`src/rtl/fwd_hazard_ctrl.sv`:
```
// EX-operand forwarding selects (registered, valid for the consumer's EX cycle) and load-use stall
// (combinational from ID and the EX entry); no backpressure other than the stall it raises.
module fwd_hazard_ctrl #(
  parameter int REG_AW = 5,
  parameter int CNT_W  = 16
) (
  input  logic              clk,
  input  logic              rst_n,
  input  logic [REG_AW-1:0] id_rs,
  input  logic [REG_AW-1:0] id_rt,
  input  logic              id_rs_used,
  input  logic              id_rt_used,
  input  logic [REG_AW-1:0] id_rd,
  input  logic              id_we,
  input  logic              id_is_load,
  input  logic              flush,
  output logic [1:0]        fwd_a_sel,
  output logic [1:0]        fwd_b_sel,
  output logic              stall,
  output logic [CNT_W-1:0]  stall_cnt
);

  logic [REG_AW-1:0] ex_rd_q, ex_rd_d, mem_rd_q, mem_rd_d;
  logic              ex_we_q, ex_we_d, ex_ld_q, ex_ld_d, mem_we_q, mem_we_d;
  logic [1:0]        fwd_a_q, fwd_a_d, fwd_b_q, fwd_b_d;
  logic [CNT_W-1:0]  stall_cnt_q, stall_cnt_d;

  logic ex_hit_rs, ex_hit_rt, mem_hit_rs, mem_hit_rt;
  logic [1:0] sel_a, sel_b;
  logic bubble;

  // r0 is hardwired zero, so a write to it is never a real producer
  assign ex_hit_rs  = id_rs_used && ex_we_q  && (ex_rd_q  != '0) && (ex_rd_q  == id_rs);
  assign ex_hit_rt  = id_rt_used && ex_we_q  && (ex_rd_q  != '0) && (ex_rd_q  == id_rt);
  assign mem_hit_rs = id_rs_used && mem_we_q && (mem_rd_q != '0) && (mem_rd_q == id_rs);
  assign mem_hit_rt = id_rt_used && mem_we_q && (mem_rd_q != '0) && (mem_rd_q == id_rt);

  assign sel_a = ex_hit_rs ? 2'd1 : (mem_hit_rs ? 2'd2 : 2'd0);
  assign sel_b = ex_hit_rt ? 2'd1 : (mem_hit_rt ? 2'd2 : 2'd0);

  assign stall  = !flush && ex_ld_q && (ex_hit_rs || ex_hit_rt);
  assign bubble = stall || flush;

  always_comb begin
    mem_rd_d    = ex_rd_q;
    mem_we_d    = ex_we_q;
    ex_rd_d     = id_rd;
    ex_we_d     = id_we;
    ex_ld_d     = id_is_load;
    fwd_a_d     = sel_a;
    fwd_b_d     = sel_b;
    stall_cnt_d = stall_cnt_q;
    if (bubble) begin
      ex_we_d = 1'b0;
      ex_ld_d = 1'b0;
      fwd_a_d = 2'd0;
      fwd_b_d = 2'd0;
    end
    if (stall && (stall_cnt_q != {CNT_W{1'b1}}))
      stall_cnt_d = stall_cnt_q + 1'b1;
  end

  always_ff @(posedge clk or negedge rst_n) begin
    if (!rst_n) begin
      ex_rd_q     <= '0;
      ex_we_q     <= 1'b0;
      ex_ld_q     <= 1'b0;
      mem_rd_q    <= '0;
      mem_we_q    <= 1'b0;
      fwd_a_q     <= 2'd0;
      fwd_b_q     <= 2'd0;
      stall_cnt_q <= '0;
    end else begin
      ex_rd_q     <= ex_rd_d;
      ex_we_q     <= ex_we_d;
      ex_ld_q     <= ex_ld_d;
      mem_rd_q    <= mem_rd_d;
      mem_we_q    <= mem_we_d;
      fwd_a_q     <= fwd_a_d;
      fwd_b_q     <= fwd_b_d;
      stall_cnt_q <= stall_cnt_d;
    end
  end

  assign fwd_a_sel = fwd_a_q;
  assign fwd_b_sel = fwd_b_q;
  assign stall_cnt = stall_cnt_q;

endmodule

```
`config.mk`:
```
export PLATFORM = sky130hd
export DESIGN_NAME = fwd_hazard_ctrl
export DESIGN_NICKNAME = d
export VERILOG_FILES = /design/src/rtl/fwd_hazard_ctrl.sv
export SDC_FILE = /design/constraint.sdc
export NUM_CORES = 1
export LEC_CHECK = 0
export CAP_MARGIN = 20
export CORE_MARGIN = 4
export CORE_UTILIZATION = 24
export CTS_CLUSTER_SIZE = 8
export DETAILED_ROUTE_END_ITERATION = 8
export PLACE_DENSITY = 0.45
export SKIP_CTS_REPAIR_TIMING = 1
export SLEW_MARGIN = 0
export SYNTH_ARGS = -nofsm -noshare
export SYNTH_HDL_FRONTEND = slang
export SYNTH_SLANG_ARGS = --single-unit
```
`constraint.sdc`:
```
create_clock -name clk -period 2.9 [get_ports clk]
set_input_delay 0.29 -clock clk [delete_from_list [all_inputs] [get_ports clk]]
set_output_delay 0.29 -clock clk [all_outputs]
set_load 0.02 [all_outputs]
```
==> summary.md, run 1 <==
| Metric | Value |
|---|---|
| Status | finished clean |
| Synth area leader | dfrtp_1 |
| Hold Vio Cnt, Final | 0 |
| CP max stage cell | clkdlybuf4s50_1 |
| Share of cells above drive strength 1 | 11.1% |
| Post-route setup TNS | 0 ps |
| Final slew viol count | 0 |
| Die Wd | 89.6 µm |
| CTS Sinks | 33 |
| RSZ-0062 raised after global routing | false |
| Row count | 29 |
| Clock power share | between 40% and 50% |
| Total GRT Usage | a little over a tenth |
| XOR/XNOR Fraction of Synth Area | between 10% and 20% |
| Crit-path max cell delay | 620 ps |
| Clk_skew | about 6.0 ps |
| Total power | around 1000 µW |
| Critical path required time | roughly 2600 ps |
| Vias per cell | ~4.4 |
| Drt pass-1 iters | 4 |
| CP max FO | 2 |
| CP cell instances | clkdlybuf4s50_1, xor2_1, nor4_1, nand3_1, nand2_2, nor2b_1, clkdlybuf4s50_1 |
| First-pass GRT wire length | ~6.4 mm |
| Reg2Reg Depth | 7 |
| Post-Synth Simple-Gate Area | between 20% and 30% |
| Ports | 43 |
| Seq pwr share | between 40% and 50% |
| Core area | roughly 6400 µm² |
| Final Cycle Share | 90.1% |
| TritonCTS Buffers | 5 |
| CP endpoint kind | output pin |
| Fmax | around 380 MHz |
| FF+latch count, synth | 33 |
| R2R Setup Slk | 800 ps |
| Number of enable flip-flop cells after synthesis | 0 |
| Clock Latency Late Sink | about 290 ps |
| RR Endpoint | stall_cnt[1] |
| Synth cell types | 28 |
| Layout Cells excl Fill | roughly 270 |
| Mux cell area share after synthesis | 0.940% |
| Fraction of registers with async set/reset | 100% |
| Power Dens Cells | around 460 nW/µm² |
| Initial antenna violation count | 0 |
| Hold WS | between 300 and 400 ps |
| Clk pin slew, worst setup/hold paths | roughly 80 ps |
| Compound-Gate Fraction of Synth Area | roughly 1.4% |
| Iter 0 DRT Violations | 44 |
| Fin crit period | about 2600 ps |
| Crit-path leading delay family | buffers and inverters |
| Pre-CTS setup slack | 284 ps |
| DR DRC count | 0 |
| Pleak | about 0.00088 µW |
| WL per Instance | ~14 µm |
| Final ANT Viol Nets | 0 |
| Final nets | approximately 210 |
| Crit path top cell by count | clkdlybuf4s50_1 |
| Buffers on Ports | 42 |
| Worst Max-Slew Pin Slew | 470 ps |
| Clock root buffer | clkbuf_8 |
| Largest family of logic cells by synthesized area | simple AND/OR/NAND/NOR gates |
| Synthesized area | about 1600 µm² |
| CP arrival | around 2300 ps |
| Avg Cell Area, Syn | around 12 µm² |
| Die area | between 8000 and 9000 µm² |
| Yosys top cell area share | 51.7% |
| Synth Area in Adders | less than 1% |
| Net Sw Frac | 22.9% |
| PnR worst setup slack | about 290 ps |
| Critical path buffers and inverters | 2 |
| Diode count | 0 |
| Layout area overhead | 40.3% |
| Initial Utilization | about 25% |
| Slew margin rel. | 68.4% |
| Crit Reg-Reg Startpoint | stall_cnt[0] |
| CP Class | input pin to output pin |
| Routed WL | between 3 and 4 mm |
| Gr ovfl total | 0 |
| Cells after Synth | between 100 and 150 |
| Clock Tree Buf Depth | 2 |
| Vias post-DR | between 1,000 and 1,500 |
| Vias in the first global route | about 1,300 |
| H-Tree Level Count | 2 |
| Sequential-to-total area share from yosys stat | between 50% and 60% |
| Synth warn | 0 |
| Hold crit path type | input pin to async pin |
| Top_reg_cell synth | dfrtp_1 |
| Logic pwr share | around 8.6% |
| Critical Path Source Type | input pin |
| Max-cap violations | 0 |
| CP Depth | 7 |
| Die Ht | approximately 90 µm |
| Int Pwr | ~800 µW |
| Maximum VDD drop | roughly 0.00025 V |
| Final setup viols | 0 |
| NetSw | 238 µW |
| Top area cells in the synthesized netlist | dfrtp_1 52%, xnor2_1 10%, xor2_1 8.8% |
| Worst Setup SP | id_rt[2] |
| Largest net degree at the start of global routing | 34 |
| CTS tree | yes |
| GP Congestion | approximately 0.85 |
| Placed cell count | ~260 |
| Post-Synthesis Net Count | roughly 160 |
cell families (layout without fill, tap and decap cells):
kind of cell	count (synthesis)	in the layout
AO/OA/AOI/OAI	3	3
buffers and inverters	1	52
multiplexers	1	1
XOR/XNOR	35	35
AND/OR/NAND/NOR	64	64
flip-flops	33	33
adder cells (fa/ha/maj)	1	1
how the worst max path moves through the flow:
stage	slack (ps)	to
after CTS	270	stall
after detailed placement	280	stall
after floorplan	880	stall_cnt[1]
after global routing	190	stall
after global placement	280	stall
final	290	stall
cells in the final DEF (no fill, tap or decap), types with 3 or more instances in the layout:
master            n
clkdlybuf4s50_1  42
dfrtp_1          33
xnor2_1          19
xor2_1           16
nand3_1          12
nand4_1           9
nand2_1           8
clkbuf_8          6
nor2_1            5
and3_1            5
nor4_1            3
nor3b_1           3
and2_1            3
power by group through the flow:
stage / Clock [µW] / Sequential (µW) / Combinational [µW]
3_3_place_gp: 0 / 494 / 89.2
2_1_floorplan: 0 / 493 / 33.6
3_5_place_dp: 0 / 494 / 90.4
4_1_cts: 473 / 486 / 90.8
5_1_grt: 496 / 487 / 97.6
6_report: 463 / 485 / 89.0
area by class of cell:
type                            instances  area [µm²]
Fill cell                             640        4180
Sequential cell                        33         826
Multi-Input combinational cell        104         764
Timing Repair Buffer                   44         435
Tap cell                               77        96.3
Clock buffer                            6        82.6
Clock inverter                          2        37.5
state kept, by name (all words and copies together) (netlist names):
name	count
stall_cnt	16
ex_rd_q	5
mem_rd_q	5
fwd_a_sel	2
fwd_b_sel	2
ex_ld_q	1
ex_we_q	1
mem_we_q	1
Yosys cell counts, types with 2 or more instances:
library cell and number:
and3_1 5, nor2_1 5, xor2_1 16, nor3_2 2
nand2_2 2, nand4_1 9, nand3_1 12, nor3_1 2
nand2_1 8, a211oi_1 2, nor4_1 3, nor3b_1 3
nor2_4 2, xnor2_1 19, dfrtp_1 33, and2_1 3
layer usage:
layer  share of wire [%]  routed length (µm)  global-route usage [%]  vias up
met5                   0                   0                       0        -
met4                 2.2                  84                    4.06        0
met3                 4.6                 177                    3.10        7
met2                  49                1890                    17.2       28
met1                  44                1700                    13.1      560
li1                    -                   -                       -      587
stage by stage:
step                util [%]  cell area (µm²)
global route            34.9             2240
finish                  34.9             2240
floorplan                  -             1600
global placement        33.0             2120
CTS                     34.9             2240
detailed placement      33.0             2120
Power figures use the tool's default switching activity.
==> run 2: changes to the inputs <==
--- a/config.mk
+++ b/config.mk
@@ -6,10 +6,10 @@
 export NUM_CORES = 1
 export LEC_CHECK = 0
 export CAP_MARGIN = 20
-export CORE_MARGIN = 4
 export CORE_UTILIZATION = 24
 export CTS_CLUSTER_SIZE = 8
 export DETAILED_ROUTE_END_ITERATION = 8
+export GPL_ROUTABILITY_DRIVEN = 0
 export PLACE_DENSITY = 0.45
 export SKIP_CTS_REPAIR_TIMING = 1
 export SLEW_MARGIN = 0
==> summary.md, run 2 (same netlist as run 1, synthesis figures left out) <==
| Metric | Value |
|---|---|
| Status | finished clean (unchanged) |
| Metal2 WL | 1.77 mm (was 1.89 mm) |
| Core area | 6390 µm² (was 6420 µm²) |
| Total power | 914 µW (was 1040 µW) |
| Maximum VDD drop | 0.000152 V (was 0.000246 V) |
| Share of cells above drive strength 1 | 10.1% (was 11.1%) |
| Buffers on Ports | 42 (unchanged) |
| Crit-path leading delay family | buffers and inverters (unchanged) |
| Crit path top cell by count | clkdlybuf4s50_1 (unchanged) |
| Vias post-DR | 1,173 (was 1,182) |
| Clock power share | 37.1% (was 44.6%) |
| Seq pwr share | 53.1% (was 46.8%) |
| Final ANT Viol Nets | 0 (unchanged) |
| Clock root buffer | clkbuf_8 (unchanged) |
| Clock Latency Late Sink | 270 ps (was 290 ps) |
| CP endpoint kind | output pin (unchanged) |
| Logic pwr share | 9.8% (was 8.6%) |
| Share of the core filled with cells | 34.6% (was 34.9%) |
| Commonest non-fill, non-tap cell in the layout | clkdlybuf4s50_1 (unchanged) |
| Vias per cell | 4.43 (was 4.44) |
| DR DRC count | 0 (unchanged) |
| Critical path required time | 2610 ps (about the same) |
| Post-route setup TNS | 0 ps (unchanged) |
| Most frequent cells in the layout | 42 x clkdlybuf4s50_1, 33 x dfrtp_1, 19 x xnor2_1, 16 x xor2_1, 12 x nand3_1 (unchanged) |
| Pleak | 0.000872 µW (was 0.000885 µW) |
| Worst Setup SP | id_rt[4] (was id_rt[2]) |
| Hold Vio Cnt, Final | 0 (unchanged) |
| Worst Max-Slew Pin Slew | 479 ps (was 470 ps) |
| PnR worst setup slack | 187 ps (was 288 ps) |
| Hold crit path type | input pin to async pin (unchanged) |
| Diode count | 0 (unchanged) |
| Drt pass-1 iters | 3 (was 4) |
| CP Class | input pin to output pin (unchanged) |
| Largest register FFs | 16 (unchanged) |
| Slew margin rel. | 67.7% (was 68.4%) |
| Die area | 6990 µm² (was 8030 µm²) |
| Final setup viols | 0 (unchanged) |
| Critical path buffers and inverters | 2 (unchanged) |
| Fmax | 369 MHz (was 383 MHz) |
| Clk pin slew, worst setup/hold paths | 70 ps (was 80 ps) |
| Int Pwr | 709 µW (was 800 µW) |
| Max layer used | met4 (unchanged) |
| CTS tree | yes (unchanged) |
| Total GRT Usage | 11.4% (was 10.5%) |
| Gr ovfl total | 0 (unchanged) |
| RR Endpoint | stall_cnt[1] (unchanged) |
| H-Tree Level Count | 2 (unchanged) |
| Initial Utilization | 25.0% (was 24.9%) |
| TritonCTS Buffers | 5 (unchanged) |
| Power Dens Cells | 414 nW/µm² (was 463 nW/µm²) |
| Fin crit period | 2710 ps (was 2610 ps) |
| Hpwl dp | about 2.8 mm |
| Iter 0 DRT Violations | 45 (was 44) |
| CP max stage cell | clkdlybuf4s50_1 (unchanged) |
| Crit-path max cell delay | 630 ps (was 620 ps) |
| Vias in the first global route | 1,321 (was 1,341) |
| WL per Instance | 13.8 µm (was 14.5 µm) |
| Die Ht | 83.6 µm (was 89.6 µm) |
| Die Wd | 83.6 µm (was 89.6 µm) |
| Final Cycle Share | 93.5% (was 90.1%) |
| R2R Setup Slk | 820 ps (was 800 ps) |
| Routed wl met3 | 115 µm (was 177 µm) |
| Layout area overhead | 38.2% (was 40.3%) |
| Reg2Reg Depth | 7 (unchanged) |
| Routed WL | 3.65 mm (was 3.85 mm) |
| First-pass GRT wire length | 6.42 mm (was 6.40 mm) |
| Routed length on met1 | 1.69 mm (was 1.70 mm) |
| CTS Sinks | 33 (unchanged) |
| Initial antenna violation count | 0 (unchanged) |
| RSZ-0062 raised after global routing | false (unchanged) |
| Ports | 43 (unchanged) |
| Pre-CTS setup slack | 234 ps (was 284 ps) |
| Clk_skew | 6.16 ps (was 5.98 ps) |
| Final slew viol count | 0 (unchanged) |
| Clock Tree Buf Depth | 2 (unchanged) |
| Net Sw Frac | 22.5% (was 22.9%) |
| Final nets | 211 (unchanged) |
| Row count | 29 (unchanged) |
| Largest net degree at the start of global routing | 34 (unchanged) |
| CP cell instances | clkdlybuf4s50_1, xor2_1, nor4_1, nand3_1, nand2_2, nor2b_1, clkdlybuf4s50_1 (unchanged) |
| CP arrival | 2420 ps (was 2320 ps) |
| Max-cap violations | 0 (unchanged) |
| NetSw | 206 µW (was 238 µW) |
| Crit Reg-Reg Startpoint | stall_cnt[0] (unchanged) |
| Critical Path Source Type | input pin (unchanged) |
| CP max FO | 2 (unchanged) |
run 2: worst reg2reg max path, cell delays in order (launching register included):
cell and delay (ps):
dfrtp_1 420, ha_1 190, and3_1 210, nand3_1 150, nor3_1 440, nor2_4 120
nand2_2 130, mux2_4 300
run 2: cell type report:
| type | instances | area (µm²) |
|---|---|---|
| Sequential cell | 33 | 826 |
| Multi-Input combinational cell | 104 | 764 |
| Timing Repair Buffer | 44 | 435 |
| Tap cell | 77 | 96.3 |
| Fill cell | 646 | 4180 |
| Clock buffer | 7 | 86.3 |
run 2: routing by layer:
layer | GRT usage, % | vias to the layer above
met5 | 0 | -
met4 | 5.55 | 0
met3 | 2.77 | 6
met2 | 18.1 | 24
met1 | 14.6 | 559
li1 | - | 584
run 2: power by group through the flow:
stage / Combinational [µW] / Clock [µW] / Sequential, µW
after CTS: 91.1 / 352 / 486
after detailed placement: 90.5 / 0 / 495
after global placement: 88.9 / 0 / 494
after floorplan: 33.6 / 0 / 493
after global routing: 98.5 / 376 / 488
final: 89.3 / 339 / 486
run 2: how the worst max path moves through the flow:
stage	end	slack, ps	cells past startpoint
2_1_floorplan	stall_cnt[1]	880	7
3_3_place_gp	stall	270	7
3_5_place_dp	stall	230	7
4_1_cts	stall	210	6
5_1_grt	stall	30	6
6_report	stall	190	7
run 2: per-stage QoR:
| step | hold WS [ps] | std cells | cell area, µm² |
|---|---|---|---|
| 3_3_place_gp | 454 | 258 | 2120 |
| 6_report | 420 | 265 | 2210 |
| 4_1_cts | 435 | 265 | 2210 |
| 2_1_floorplan | -5.59 | 138 | 1600 |
| 3_5_place_dp | 452 | 258 | 2120 |
| 5_1_grt | 446 | 265 | 2210 |
==> run 3: changes to the inputs <==
--- a/config.mk
+++ b/config.mk
@@ -9,7 +9,7 @@
 export CORE_UTILIZATION = 24
 export CTS_CLUSTER_SIZE = 8
 export DETAILED_ROUTE_END_ITERATION = 8
-export GPL_ROUTABILITY_DRIVEN = 0
+export GPL_ROUTABILITY_DRIVEN = 1
 export PLACE_DENSITY = 0.45
 export SKIP_CTS_REPAIR_TIMING = 1
 export SLEW_MARGIN = 0
==> results of run 3 <==
The final DEF is identical to that of run 2; final timing and power are the same.
